--- src/rtl/dram_cmd_scheduler_if.sv ---
// dram_cmd_scheduler_if
// Request and command bus between a CPU-side requester, the DRAM command
// scheduler and the downstream command logger/PHY stage.
//
// Signals:
//   req_valid / req_ready  request handshake (requester -> scheduler)
//   req_op                 0 read, 1 write, 2 ifetch (read), 3 invalid
//   req_addr               request address
//   req_err                one-cycle pulse when an invalid op is accepted
//   cmd_valid              one-cycle pulse per issued DRAM command
//   cmd_type               0 PRE, 1 ACT, 2 RD, 3 WR
//   cmd_bg / cmd_bank      target bank group / bank
//   cmd_row / cmd_col      row (for ACT) / column (for RD, WR)
//   q_count                occupied request queue entries
//   busy                   queue non-empty or scheduler not idle
//
// Modports:
//   master  the requester / observer side
//   slave   the scheduler side

interface dram_cmd_scheduler_if #(
  parameter int QUEUE_DEPTH = 16,
  parameter int ADDR_W      = 36,
  parameter int NUM_BG      = 4,
  parameter int NUM_BANKS   = 4,
  parameter int COL_LSB     = 10,
  parameter int ROW_LSB     = 18
);

  localparam int BG_W   = $clog2(NUM_BG);
  localparam int BANK_W = $clog2(NUM_BANKS);
  localparam int COL_W  = ROW_LSB - COL_LSB;
  localparam int ROW_W  = ADDR_W - ROW_LSB;
  localparam int CNT_W  = $clog2(QUEUE_DEPTH + 1);

  logic              req_valid;
  logic              req_ready;
  logic [1:0]        req_op;
  logic [ADDR_W-1:0] req_addr;
  logic              req_err;

  logic              cmd_valid;
  logic [1:0]        cmd_type;
  logic [BG_W-1:0]   cmd_bg;
  logic [BANK_W-1:0] cmd_bank;
  logic [ROW_W-1:0]  cmd_row;
  logic [COL_W-1:0]  cmd_col;

  logic [CNT_W-1:0]  q_count;
  logic              busy;

  modport master (
    output req_valid, req_op, req_addr,
    input  req_ready, req_err,
    input  cmd_valid, cmd_type, cmd_bg, cmd_bank, cmd_row, cmd_col,
    input  q_count, busy
  );

  modport slave (
    input  req_valid, req_op, req_addr,
    output req_ready, req_err,
    output cmd_valid, cmd_type, cmd_bg, cmd_bank, cmd_row, cmd_col,
    output q_count, busy
  );

endinterface

--- src/rtl/dram_cmd_scheduler.sv ---
// dram_cmd_scheduler
// In-order DRAM command scheduler. CPU requests are buffered in a circular
// request queue; the head request is turned into PRE/ACT/RD/WR commands
// using an open-page policy, with per-bank open-row tracking and timing
// spacing for tRCD, tRP, tCCD_L, tRTP and tWR (all in controller clocks).
//
// Ports:
//   clk    controller clock, rising edge
//   rst_n  asynchronous active-low reset
//   bus    dram_cmd_scheduler_if.slave: request handshake in, command
//          stream, queue occupancy and busy status out

module dram_cmd_scheduler #(
  parameter int QUEUE_DEPTH = 16,
  parameter int ADDR_W      = 36,
  parameter int NUM_BG      = 4,
  parameter int NUM_BANKS   = 4,
  parameter int BG_LSB      = 6,
  parameter int BANK_LSB    = 8,
  parameter int COL_LSB     = 10,
  parameter int ROW_LSB     = 18,
  parameter int T_RCD       = 48,
  parameter int T_RP        = 48,
  parameter int T_CCD_L     = 16,
  parameter int T_RTP       = 24,
  parameter int T_WR        = 40
) (
  input logic                 clk,
  input logic                 rst_n,
  dram_cmd_scheduler_if.slave bus
);

  localparam int BG_W        = $clog2(NUM_BG);
  localparam int BANK_W      = $clog2(NUM_BANKS);
  localparam int COL_W       = ROW_LSB - COL_LSB;
  localparam int ROW_W       = ADDR_W - ROW_LSB;
  localparam int CNT_W       = $clog2(QUEUE_DEPTH + 1);
  localparam int PTR_W       = (QUEUE_DEPTH > 1) ? $clog2(QUEUE_DEPTH) : 1;
  localparam int NUM_ENTRIES = NUM_BG * NUM_BANKS;
  localparam int IDX_W       = BG_W + BANK_W;

  localparam logic [PTR_W-1:0] LAST_PTR = PTR_W'(QUEUE_DEPTH - 1);
  localparam logic [CNT_W-1:0] FULL_CNT = CNT_W'(QUEUE_DEPTH);

  // The gap counter only needs to reach the longest constraint it guards.
  localparam int GAP_MAX = (T_WR > T_RTP) ? ((T_WR > T_CCD_L) ? T_WR : T_CCD_L)
                                          : ((T_RTP > T_CCD_L) ? T_RTP : T_CCD_L);
  localparam int GAP_W   = $clog2(GAP_MAX + 1);
  localparam logic [GAP_W-1:0] GAP_SAT = GAP_W'(GAP_MAX);

  // The gap is cleared on the RD/WR edge and compared with its value before
  // the candidate edge, so an edge N cycles after the RD/WR sees N-1.
  localparam logic [GAP_W-1:0] WR_THR  = GAP_W'(T_WR - 1);
  localparam logic [GAP_W-1:0] RTP_THR = GAP_W'(T_RTP - 1);
  localparam logic [GAP_W-1:0] CCD_THR = GAP_W'(T_CCD_L - 1);

  // The delay counter is loaded on the issuing edge, the wait state spends
  // one edge observing zero, and the following state issues the command, so
  // loading T-2 places the next command exactly T edges after the first.
  localparam int DLY_MAX = (T_RP > T_RCD) ? T_RP : T_RCD;
  localparam int DLY_W   = $clog2(DLY_MAX + 1);
  localparam logic [DLY_W-1:0] RP_LOAD  = DLY_W'(T_RP - 2);
  localparam logic [DLY_W-1:0] RCD_LOAD = DLY_W'(T_RCD - 2);

  typedef enum logic [2:0] {
    IDLE,
    PRE_WAIT,
    ACT_WAIT,
    ACT,
    RW_DELAY,
    RW_WAIT
  } stateT;

  typedef enum logic [1:0] {
    CMD_PRE = 2'd0,
    CMD_ACT = 2'd1,
    CMD_RD  = 2'd2,
    CMD_WR  = 2'd3
  } cmdT;

  stateT             state;

  logic [1:0]        opMem   [QUEUE_DEPTH];
  logic [ADDR_W-1:0] addrMem [QUEUE_DEPTH];
  logic [PTR_W-1:0]  headPtr;
  logic [PTR_W-1:0]  tailPtr;
  logic [CNT_W-1:0]  qCount;

  logic [NUM_ENTRIES-1:0] bankOpen;
  logic [ROW_W-1:0]       bankRow [NUM_ENTRIES];

  logic [DLY_W-1:0]  dlyCnt;
  logic [GAP_W-1:0]  gap;
  logic              lastWr;

  logic              reqErr;
  logic              cmdValid;
  cmdT               cmdType;
  logic [BG_W-1:0]   cmdBg;
  logic [BANK_W-1:0] cmdBank;
  logic [ROW_W-1:0]  cmdRow;
  logic [COL_W-1:0]  cmdCol;

  logic              reqReady;
  logic              acceptNow;
  logic              pushNow;
  logic              errNow;
  logic              popNow;
  logic              issueNow;
  cmdT               issueType;

  logic [1:0]        headOp;
  logic [ADDR_W-1:0] headAddr;
  logic [BG_W-1:0]   headBg;
  logic [BANK_W-1:0] headBank;
  logic [COL_W-1:0]  headCol;
  logic [ROW_W-1:0]  headRow;
  logic [IDX_W-1:0]  headIdx;
  logic              headIsWrite;
  logic              preGapOk;
  logic              rwGapOk;
  logic              unusedAddrBits;

  function automatic logic [PTR_W-1:0] nextPtr(input logic [PTR_W-1:0] p);
    return (p == LAST_PTR) ? '0 : p + 1'b1;
  endfunction

  // Handshake decode: invalid ops complete the handshake but never enter
  // the queue.
  assign reqReady  = (qCount < FULL_CNT);
  assign acceptNow = bus.req_valid && reqReady;
  assign pushNow   = acceptNow && (bus.req_op != 2'd3);
  assign errNow    = acceptNow && (bus.req_op == 2'd3);

  // Head-of-queue field extraction. Bank groups and banks are powers of two,
  // so bg*NUM_BANKS + bank is simply their concatenation.
  assign headOp      = opMem[headPtr];
  assign headAddr    = addrMem[headPtr];
  assign headBg      = headAddr[BG_LSB +: BG_W];
  assign headBank    = headAddr[BANK_LSB +: BANK_W];
  assign headCol     = headAddr[COL_LSB +: COL_W];
  assign headRow     = headAddr[ROW_LSB +: ROW_W];
  assign headIdx     = {headBg, headBank};
  assign headIsWrite = (headOp == 2'd1);

  // Address bits below the bank-group field select bytes within a burst and
  // play no part in scheduling.
  assign unusedAddrBits = ^headAddr;

  assign preGapOk = lastWr ? (gap >= WR_THR) : (gap >= RTP_THR);
  assign rwGapOk  = (gap >= CCD_THR);

  // Decide whether the current state issues a command on the coming edge.
  // The pop of the head is tied to the RD/WR issue.
  always_comb begin
    issueNow  = 1'b0;
    issueType = CMD_PRE;
    case (state)
      PRE_WAIT: begin
        if (preGapOk) begin
          issueNow  = 1'b1;
          issueType = CMD_PRE;
        end
      end
      ACT: begin
        issueNow  = 1'b1;
        issueType = CMD_ACT;
      end
      RW_WAIT: begin
        if (rwGapOk) begin
          issueNow  = 1'b1;
          issueType = headIsWrite ? CMD_WR : CMD_RD;
        end
      end
      default: begin
      end
    endcase
  end

  assign popNow = (state == RW_WAIT) && rwGapOk;

  // Queue storage needs no reset: entries are only read once the pointers
  // say they have been written.
  always_ff @(posedge clk) begin
    if (pushNow) begin
      opMem[tailPtr]   <= bus.req_op;
      addrMem[tailPtr] <= bus.req_addr;
    end
  end

  // Queue pointers, occupancy and the invalid-request pulse. A push and pop
  // on the same edge leave the occupancy unchanged.
  always_ff @(posedge clk or negedge rst_n) begin
    if (!rst_n) begin
      headPtr <= '0;
      tailPtr <= '0;
      qCount  <= '0;
      reqErr  <= 1'b0;
    end else begin
      reqErr <= errNow;
      if (pushNow) begin
        tailPtr <= nextPtr(tailPtr);
      end
      if (popNow) begin
        headPtr <= nextPtr(headPtr);
      end
      case ({pushNow, popNow})
        2'b10:   qCount <= qCount + 1'b1;
        2'b01:   qCount <= qCount - 1'b1;
        default: begin
        end
      endcase
    end
  end

  // Scheduler FSM with the bank table, timing counters and registered
  // command outputs. The gap counter free-runs to saturation and is cleared
  // by every RD/WR.
  always_ff @(posedge clk or negedge rst_n) begin
    if (!rst_n) begin
      state    <= IDLE;
      bankOpen <= '0;
      for (int i = 0; i < NUM_ENTRIES; i++) begin
        bankRow[i] <= '0;
      end
      dlyCnt   <= '0;
      gap      <= GAP_SAT;
      lastWr   <= 1'b0;
      cmdValid <= 1'b0;
      cmdType  <= CMD_PRE;
      cmdBg    <= '0;
      cmdBank  <= '0;
      cmdRow   <= '0;
      cmdCol   <= '0;
    end else begin
      cmdValid <= issueNow;
      if (issueNow) begin
        cmdType <= issueType;
        cmdBg   <= headBg;
        cmdBank <= headBank;
        cmdRow  <= headRow;
        cmdCol  <= headCol;
      end

      if (gap != GAP_SAT) begin
        gap <= gap + 1'b1;
      end

      case (state)
        IDLE: begin
          if (qCount != '0) begin
            if (!bankOpen[headIdx]) begin
              state <= ACT;
            end else if (bankRow[headIdx] == headRow) begin
              state <= RW_WAIT;
            end else begin
              state <= PRE_WAIT;
            end
          end
        end
        PRE_WAIT: begin
          if (preGapOk) begin
            bankOpen[headIdx] <= 1'b0;
            dlyCnt            <= RP_LOAD;
            state             <= ACT_WAIT;
          end
        end
        ACT_WAIT: begin
          if (dlyCnt == '0) begin
            state <= ACT;
          end else begin
            dlyCnt <= dlyCnt - 1'b1;
          end
        end
        ACT: begin
          bankOpen[headIdx] <= 1'b1;
          bankRow[headIdx]  <= headRow;
          dlyCnt            <= RCD_LOAD;
          state             <= RW_DELAY;
        end
        RW_DELAY: begin
          if (dlyCnt == '0) begin
            state <= RW_WAIT;
          end else begin
            dlyCnt <= dlyCnt - 1'b1;
          end
        end
        RW_WAIT: begin
          if (rwGapOk) begin
            gap    <= '0;
            lastWr <= headIsWrite;
            state  <= IDLE;
          end
        end
        default: state <= IDLE;
      endcase
    end
  end

  assign bus.req_ready = reqReady;
  assign bus.req_err   = reqErr;
  assign bus.cmd_valid = cmdValid;
  assign bus.cmd_type  = cmdType;
  assign bus.cmd_bg    = cmdBg;
  assign bus.cmd_bank  = cmdBank;
  assign bus.cmd_row   = cmdRow;
  assign bus.cmd_col   = cmdCol;
  assign bus.q_count   = qCount;
  assign bus.busy      = (qCount != '0) || (state != IDLE);

endmodule
--- src/flat_wrapper.sv ---
// flat-port wrapper written by rule: the top's interface ports become plain ports
module dram_cmd_scheduler_flat 
#(
  parameter int QUEUE_DEPTH = 16,
  parameter int ADDR_W      = 36,
  parameter int NUM_BG      = 4,
  parameter int NUM_BANKS   = 4,
  parameter int BG_LSB      = 6,
  parameter int BANK_LSB    = 8,
  parameter int COL_LSB     = 10,
  parameter int ROW_LSB     = 18,
  parameter int T_RCD       = 48,
  parameter int T_RP        = 48,
  parameter int T_CCD_L     = 16,
  parameter int T_RTP       = 24,
  parameter int T_WR        = 40
)
  (clk, rst_n, bus_req_valid, bus_req_op, bus_req_addr, bus_req_ready, bus_req_err, bus_cmd_valid, bus_cmd_type, bus_cmd_bg, bus_cmd_bank, bus_cmd_row, bus_cmd_col, bus_q_count, bus_busy);
  dram_cmd_scheduler_if #(.QUEUE_DEPTH(QUEUE_DEPTH), .ADDR_W(ADDR_W), .NUM_BG(NUM_BG), .NUM_BANKS(NUM_BANKS), .COL_LSB(COL_LSB), .ROW_LSB(ROW_LSB)) bus_i ();
  input logic clk;
  input logic rst_n;
  input wire logic [$bits(bus_i.req_valid)-1:0] bus_req_valid;
  input wire logic [$bits(bus_i.req_op)-1:0] bus_req_op;
  input wire logic [$bits(bus_i.req_addr)-1:0] bus_req_addr;
  output wire logic [$bits(bus_i.req_ready)-1:0] bus_req_ready;
  output wire logic [$bits(bus_i.req_err)-1:0] bus_req_err;
  output wire logic [$bits(bus_i.cmd_valid)-1:0] bus_cmd_valid;
  output wire logic [$bits(bus_i.cmd_type)-1:0] bus_cmd_type;
  output wire logic [$bits(bus_i.cmd_bg)-1:0] bus_cmd_bg;
  output wire logic [$bits(bus_i.cmd_bank)-1:0] bus_cmd_bank;
  output wire logic [$bits(bus_i.cmd_row)-1:0] bus_cmd_row;
  output wire logic [$bits(bus_i.cmd_col)-1:0] bus_cmd_col;
  output wire logic [$bits(bus_i.q_count)-1:0] bus_q_count;
  output wire logic [$bits(bus_i.busy)-1:0] bus_busy;
  assign bus_i.req_valid = bus_req_valid;
  assign bus_i.req_op = bus_req_op;
  assign bus_i.req_addr = bus_req_addr;
  assign bus_req_ready = bus_i.req_ready;
  assign bus_req_err = bus_i.req_err;
  assign bus_cmd_valid = bus_i.cmd_valid;
  assign bus_cmd_type = bus_i.cmd_type;
  assign bus_cmd_bg = bus_i.cmd_bg;
  assign bus_cmd_bank = bus_i.cmd_bank;
  assign bus_cmd_row = bus_i.cmd_row;
  assign bus_cmd_col = bus_i.cmd_col;
  assign bus_q_count = bus_i.q_count;
  assign bus_busy = bus_i.busy;
  dram_cmd_scheduler #(.QUEUE_DEPTH(QUEUE_DEPTH), .ADDR_W(ADDR_W), .NUM_BG(NUM_BG), .NUM_BANKS(NUM_BANKS), .BG_LSB(BG_LSB), .BANK_LSB(BANK_LSB), .COL_LSB(COL_LSB), .ROW_LSB(ROW_LSB), .T_RCD(T_RCD), .T_RP(T_RP), .T_CCD_L(T_CCD_L), .T_RTP(T_RTP), .T_WR(T_WR)) u_core (.clk(clk), .rst_n(rst_n), .bus(bus_i));
endmodule
--- config.mk ---
export PLATFORM = sky130hd
export DESIGN_NAME = dram_cmd_scheduler_flat
export DESIGN_NICKNAME = d
export VERILOG_FILES = /design/src/rtl/dram_cmd_scheduler_if.sv /design/src/rtl/dram_cmd_scheduler.sv /design/src/flat_wrapper.sv
export SDC_FILE = /design/constraint.sdc
export NUM_CORES = 1
export LEC_CHECK = 0
export CAP_MARGIN = 5
export CORE_MARGIN = 5
export CORE_UTILIZATION = 62
export CTS_CLUSTER_SIZE = 30
export DETAILED_ROUTE_END_ITERATION = 8
export DONT_BUFFER_PORTS = 1
export PLACE_DENSITY = 0.88
export SETUP_SLACK_MARGIN = 0.05
export SYNTH_ARGS = -nofsm -noshare
export SYNTH_HDL_FRONTEND = slang
export SYNTH_SLANG_ARGS = --single-unit
--- constraint.sdc ---
create_clock -name clk -period 6.4 [get_ports clk]
set_clock_uncertainty 0.2 [all_clocks]
set_input_delay 0.64 -clock clk [delete_from_list [all_inputs] [get_ports clk]]
set_output_delay 0.64 -clock clk [all_outputs]
set_load 0.01 [all_outputs]
**Word-level counts from Yosys, hierarchy flattened**

Memory sizes are Yosys's and may differ from the RTL's.
Index checks and enable logic that the tools add are counted.

- Memories: 2
- Register bits: 367
- Memory bits (writable): 608
- Logic and storage cells: 128
- Input bits: 41
- Output and inout port bits: 41

Memory list:

| memory | depth | bits a word | read ports | clocked after Yosys merged registers in | wr ports | RTL line | source |
|---|---|---|---|---|---|---|---|
| u_core.addrMem | 16 | 36 | 1 | 0 | 1 | dram_cmd_scheduler.sv:84 | `logic [ADDR_W-1:0] addrMem [QUEUE_DEPTH];` |
| u_core.opMem | 16 | 2 | 1 | 0 | 1 | dram_cmd_scheduler.sv:83 | `logic [1:0] opMem [QUEUE_DEPTH];` |

- Mux-type cells: 38
- Order comparisons: 8
- Equal/unequal tests: 20
- Reductions and logical operators: 19
- $add $sub $neg: 6
- Bitwise gates (word level): 4

Operator list:

| operator | count |
|---|---|
| $bwmux 288 | 1 |
| $bmux 18 s4 | 1 |
| $demux 18 s4 | 1 |
| $mux 18 | 3 |
| $pmux 16 s2 | 1 |
| $mux 6 | 5 |
| $mux 3 | 7 |
| $eq 18x18->1 | 1 |
| $pmux 3 s6 | 1 |
| $pmux 6 s3 | 1 |
| $and 16x16->16 | 1 |
| $mux 16 | 1 |
| $not 16->16 | 1 |
| $or 16x16->16 | 1 |
| $ne 2x1->1 const B | 5 |
| $pmux 5 s2 | 1 |
| $add 4x1->4 const B | 2 |
| $eq 4x4->1 const B | 2 |
| $mux 1 | 8 |
| $mux 4 | 2 |
| $add 6x1->6 const B | 1 |
| $eq 3x2->1 const B | 2 |
| $eq 3x3->1 const B | 2 |
| $ge 6x4->1 const B | 1 |
| 32 further kinds | 43 |

**Logic depth before layout (Yosys ltp)**

An unclocked memory read counts as a cell.

- Word-level depth: 10
- Depth in mapped cells: 15
- Mapped depth without buffers: 14

**Least setup slack after synthesis**

OpenSTA, ideal clock, no wires.

- Path type: flip-flop to flip-flop
- Start point: register u_core.headPtr[3]
- End point: register u_core.state[2]
- Period minus slack after synthesis: 3,740 ps
- Data arrival time: 3,470 ps
- Path slack: 2,660 ps
- Stages on the path, launching flop included: 14
- Library setup time: 70 ps
- Required time: 6,130 ps
- Cells stage by stage: dfrtp_1 > buf_1 > mux4_2 > mux4_2 > buf_6 > buf_8 > mux2i_1 > mux4_2 > and2_1 > a31oi_1 > xnor2_1 > nand3_1 > or4_1 > nand3_1

- Cells in the longest elaborated chain, start to end: 10

RTL lines:

| element | RTL line | source |
|---|---|---|
| start, declared | dram_cmd_scheduler.sv:85 | `logic [PTR_W-1:0] headPtr;` |
| start signal, assigned | dram_cmd_scheduler.sv:205 | `headPtr <= nextPtr(headPtr);` |
| $mem_v2 16x36 (*) | -- |  |
| $not 4->5 (not written as such) | dram_cmd_scheduler.sv:254 | `end else if (bankRow[headIdx] == headRow) begin` |
| $bmux 18 s4 | dram_cmd_scheduler.sv:254 |  |
| $mux 18 (not written as such) (2 in series) | dram_cmd_scheduler.sv:254 |  |
| $eq 18x18->1 | dram_cmd_scheduler.sv:254 |  |
| $mux 3 | dram_cmd_scheduler.sv:254 |  |
| $mux 3 (*) | dram_cmd_scheduler.sv:252 | `if (!bankOpen[headIdx]) begin` |
| $mux 3 (*) | dram_cmd_scheduler.sv:251 | `if (qCount != '0) begin` |
| $pmux 3 s6 (*) | dram_cmd_scheduler.sv:249 | `case (state)` |
| end signal, assigned | dram_cmd_scheduler.sv:253 | `state <= ACT;` |
| end signal, assigned | dram_cmd_scheduler.sv:255 | `state <= RW_WAIT;` |
| end signal, assigned | dram_cmd_scheduler.sv:257 | `state <= PRE_WAIT;` |
| end, declared | dram_cmd_scheduler.sv:81 | `stateT state;` |

Mark *: on every way between the ends. The rest lies on a longest branch, timed or not. The select of a mux whose other input is x is not followed.
A chain may end at the register's enable or synchronous reset.

**Worst setup path after layout**

- Start point: register u_core.headPtr[2]
- End point: register u_core.state[2]

Same word-level chain as after synthesis.

==> summary.txt <==
Status
  • Status: finished, violations left
  • Failing checks: hold timing

Clock network
  • Cts repair resizes: 0
  • Number of CTS-inserted buffers: 82
  • Clock Tree Root: clkbuf_16
  • TritonCTS clock tree: built
  • Postcts setup bufs: 0
  • Clk sink count: 879
  • Clock H-tree levels: 3
  • Hold-fix buffers at CTS: 33
  • CTS Buffer Depth: 3
  • Worst-path clk slew: 0.07 ns
  • Skew-Pair Late Insertion Delay: 0.68 ns

Die
  • Row count: 89
  • Chip width: 253 um
  • DIE AREA: 0.0642 mm^2
  • Die Ht: 253 um
  • Starting Density: 62.5%
  • Core ar.: 0.0588 mm^2
  • I/O pin count: 82

Critical path
  • Critical path's largest stage delay: 0.89 ns
  • Worst EP arrival: 6.07 ns
  • Reg-to-Reg Start: u_core.headPtr[2]
  • Worst setup SP type: flip-flop
  • Critical path required time: 6.76 ns
  • CP Cell Sequence: buf_4 -> mux4_2 -> mux2i_1 -> mux2_2 -> nand2_1 -> a211o_1 -> a41oi_1 -> o21a_1 -> nor4b_1 -> nand4_1 -> or4_1 -> nand3_1
  • Reg2reg path depth: 12
  • Critical path's slowest cell: dfrtp_4
  • Reg2reg end: u_core.state[2]
  • R2R setup slack: 0.68 ns
  • Crit Path Class: reg2reg
  • Crit Path Max Fanout: 39
  • Worst setup EP type: flip-flop

Final layout
  • # nets final: 2331
  • Footprint of the multi-input gates: 0.0115 mm^2
  • Final Non-Filler Cells: 3120
  • Share of layout cells above drive strength 1: 22.6%
  • Syn-to-layout area delta: 10.8%
  • Fill count: 3506
  • FF/Latch Area: 0.0246 mm^2

STA
  • Unrepaired setup endpoints after global routing: no
  • Final min period: 5.72 ns
  • Setup TNS: 0 ns
  • Setup ws final: 0.682 ns
  • Final Hold Violating Endpoints: 367
  • Relative slew slack: 14.4%
  • Worst slew pin tran: 1.28 ns
  • Fmax: 175 MHz
  • Worst Hold Slack: -0.467 ns
  • Slew Limit Fails: 0
  • Setup-failing EPs final: 0
  • Final Cycle Share: 89.3%

Yosys
  • Synth Flop Type: edfxtp_1
  • Synth Area in Adders: 0.497%
  • FFs w/ async S/R, synth: 41.8%
  • Post-Syn Instances: 2218
  • Post-synthesis xor/xnor area fraction: 0.763%
  • Post-synthesis sequential area ratio: 66.9%
  • Cell area after synthesis: 0.0367 mm^2
  • Post-synth EDFFs: 512
  • Main combinational cell family by area after synthesis: multiplexers
  • Syn Nets: 2273
  • Post-synthesis mux area share: 22.5%
  • Simple-gate share of the synthesized area: 4.57%
  • Avg Cell Area, Syn: 16.6 um^2
  • Distinct cells, synth: 68
  • Yosys warnings: 0
  • Synth Area in Compound Gates: 2.84%
  • Synth Register Bits: 879

GRT
  • Initial antenna violation count: 3
  • Vias in the first global route: 22300
  • Remaining Overflow, GRT: 0
  • Global Route Usage Sum: 29.7%
  • First-pass GRT wire length: 142 mm
  • Largest net degree at the start of global routing: 368

Pwr
  • LEAKAGE: 16.3 nW
  • P per Cell Area: 270 mW/mm^2
  • Tot Pwr: 0.0110 W
  • VDD IR max: 0.000389 V

Routing
  • Routed wire per std cell: 30.3 um
  • Post-route ant nets: 0
  • Iter 0 DRT Violations: 2604
  • Drt first pass iters: 6
  • DRC: 0
  • Via count: 21300
  • Via density: 6.82
  • Routed WL: 94.4 mm

Placement
  • RePlAce Congestion: 0.831
  • Number of port buffers: 0
  • Dpl ws: 0.902 ns
  • Placed Instances: 2932
  • DPL Wire Length: 48.4 mm

Run
  • Max-cap violations: 0

Worst hold path
  • Hold Path Class: in2async
## layout make-up
type,instances,share of cell area (%)
clock inverter,28,0.655
antenna,2,0.0123
tap,773,2.38
clock buffer,125,5.98
sequential,879,60.4
inverter,24,0.221
multi-input combinational,1192,28.3
timing repair buffer,97,2.05
## per-layer routing
layer	share of wire (%)	track usage, %	vias up
li1	-	-	8579
met1	35	37.9	10900
met4	4.8	12.3	2
met5	0.012	0	-
met2	51	50.3	1445
met3	9.0	5.98	317
## worst max-delay path by stage
stage / startpoint / end / depth (start not counted)
final: u_core.headPtr[2] / u_core.state[2] / 12
after global routing: u_core.headPtr[2] / u_core.state[2] / 12
after CTS: u_core.headPtr[2] / u_core.state[2] / 12
after detailed placement: u_core.headPtr[2] / u_core.state[2] / 11
after global placement: u_core.headPtr[2] / u_core.state[2] / 11
after floorplan: u_core.headPtr[3] / u_core.state[2] / 13
## kinds of logic (layout without fill, tap and decap cells)
logic type,Yosys count,count (layout)
AO/OA/AOI/OAI,157,157
XOR/XNOR,32,32
adder cells (fa/ha/maj),14,14
buffers and inverters,147,274
flip-flops,879,879
multiplexers,612,612
other,0,2
AND/OR/NAND/NOR,377,377
## worst max-delay path: cells and delay by family, from the launching register on
family          cells  cell delay, ns
flops               1            0.89
compound gates      3            0.89
buf+inv             1            0.42
mux                 3            1.35
simple gates        5            1.82
## sequential cells by signal (all words and copies together), names as in the netlist, 2 cells and up, named ones only
signal               count
u_core.bus.cmd_bank      2
u_core.bus.cmd_bg        2
u_core.bus.cmd_type      2
u_core.addrMem         480
u_core.bus.q_count       5
u_core.state             3
u_core.bus.cmd_col       8
u_core.bankRow         288
u_core.dlyCnt            6
u_core.opMem            32
u_core.headPtr           4
u_core.gap               6
u_core.bus.cmd_row      18
u_core.tailPtr           4
## per-stage QoR
stage / utilization (%) / area (um^2)
after floorplan: - / 36700
after global placement: 64.1 / 37700
after detailed placement: 64.1 / 37700
after CTS: 69.2 / 40700
after global routing: 69.2 / 40700
final: 69.2 / 40700
## Yosys cell counts (3+ instances only)
| cell | n | area [um^2] |
|---|---|---|
| a211oi_1 | 11 | 82.6 |
| buf_4 | 3 | 22.5 |
| nand3_1 | 52 | 260 |
| a32oi_1 | 12 | 105 |
| ha_1 | 13 | 163 |
| xor2_1 | 13 | 114 |
| edfxtp_1 | 512 | 15400 |
| nor2_1 | 27 | 101 |
| o211ai_1 | 6 | 45.0 |
| o32ai_1 | 6 | 52.6 |
| o21a_1 | 3 | 22.5 |
| nand4_1 | 8 | 50.1 |
| mux2_2 | 158 | 1780 |
| a32o_1 | 3 | 30.0 |
| inv_1 | 21 | 78.8 |
| nand2_1 | 223 | 837 |
| o21ai_1 | 8 | 40.0 |
| buf_1 | 12 | 45.0 |
| buf_6 | 10 | 113 |
| a22oi_1 | 4 | 30.0 |
| a31oi_1 | 6 | 37.5 |
| o221ai_1 | 4 | 35.0 |
| nand2b_1 | 4 | 25.0 |
| and2_1 | 32 | 200 |
| dfrtp_1 | 365 | 9130 |
| buf_2 | 33 | 165 |
| xnor2_1 | 19 | 166 |
| o22ai_1 | 3 | 18.8 |
| and3_1 | 5 | 31.3 |
| o21ai_0 | 43 | 215 |
| a21oi_1 | 28 | 140 |
| mux2_1 | 148 | 1670 |
| a21o_1 | 3 | 22.5 |
| mux4_2 | 141 | 3180 |
| mux2i_1 | 165 | 1650 |
| nor3_1 | 8 | 40.0 |
| clkbuf_1 | 62 | 233 |
| nor2b_1 | 4 | 25.0 |
| o31ai_1 | 3 | 22.5 |
## placed cells by master (no fill, tap or decap), types with 16 or more instances in the layout
| cell | n |
|---|---|
| nand2_1 | 223 |
| nor2_1 | 21 |
| o21ai_0 | 43 |
| edfxtp_1 | 512 |
| inv_1 | 21 |
| buf_4 | 62 |
| mux2_2 | 158 |
| mux2_1 | 148 |
| mux4_2 | 140 |
| clkbuf_16 | 83 |
| mux2i_1 | 164 |
| nand3_1 | 52 |
| and2_2 | 16 |
| dfrtp_1 | 361 |
| dlygate4sd3_1 | 33 |
| clkbuf_1 | 22 |
| clkbuf_8 | 20 |
| xnor2_1 | 19 |
| and2_1 | 16 |
| a21oi_1 | 27 |
## where the power goes
part / switching, W / internal [W] / total, W
Combinational: 0.0000460 / 0.0000138 / 0.0000598
Sequential: 0 / 0.00601 / 0.00601
Clock: 0.00221 / 0.00274 / 0.00494
Total: 0.00225 / 0.00876 / 0.0110
(Power assumes the default switching activity.)
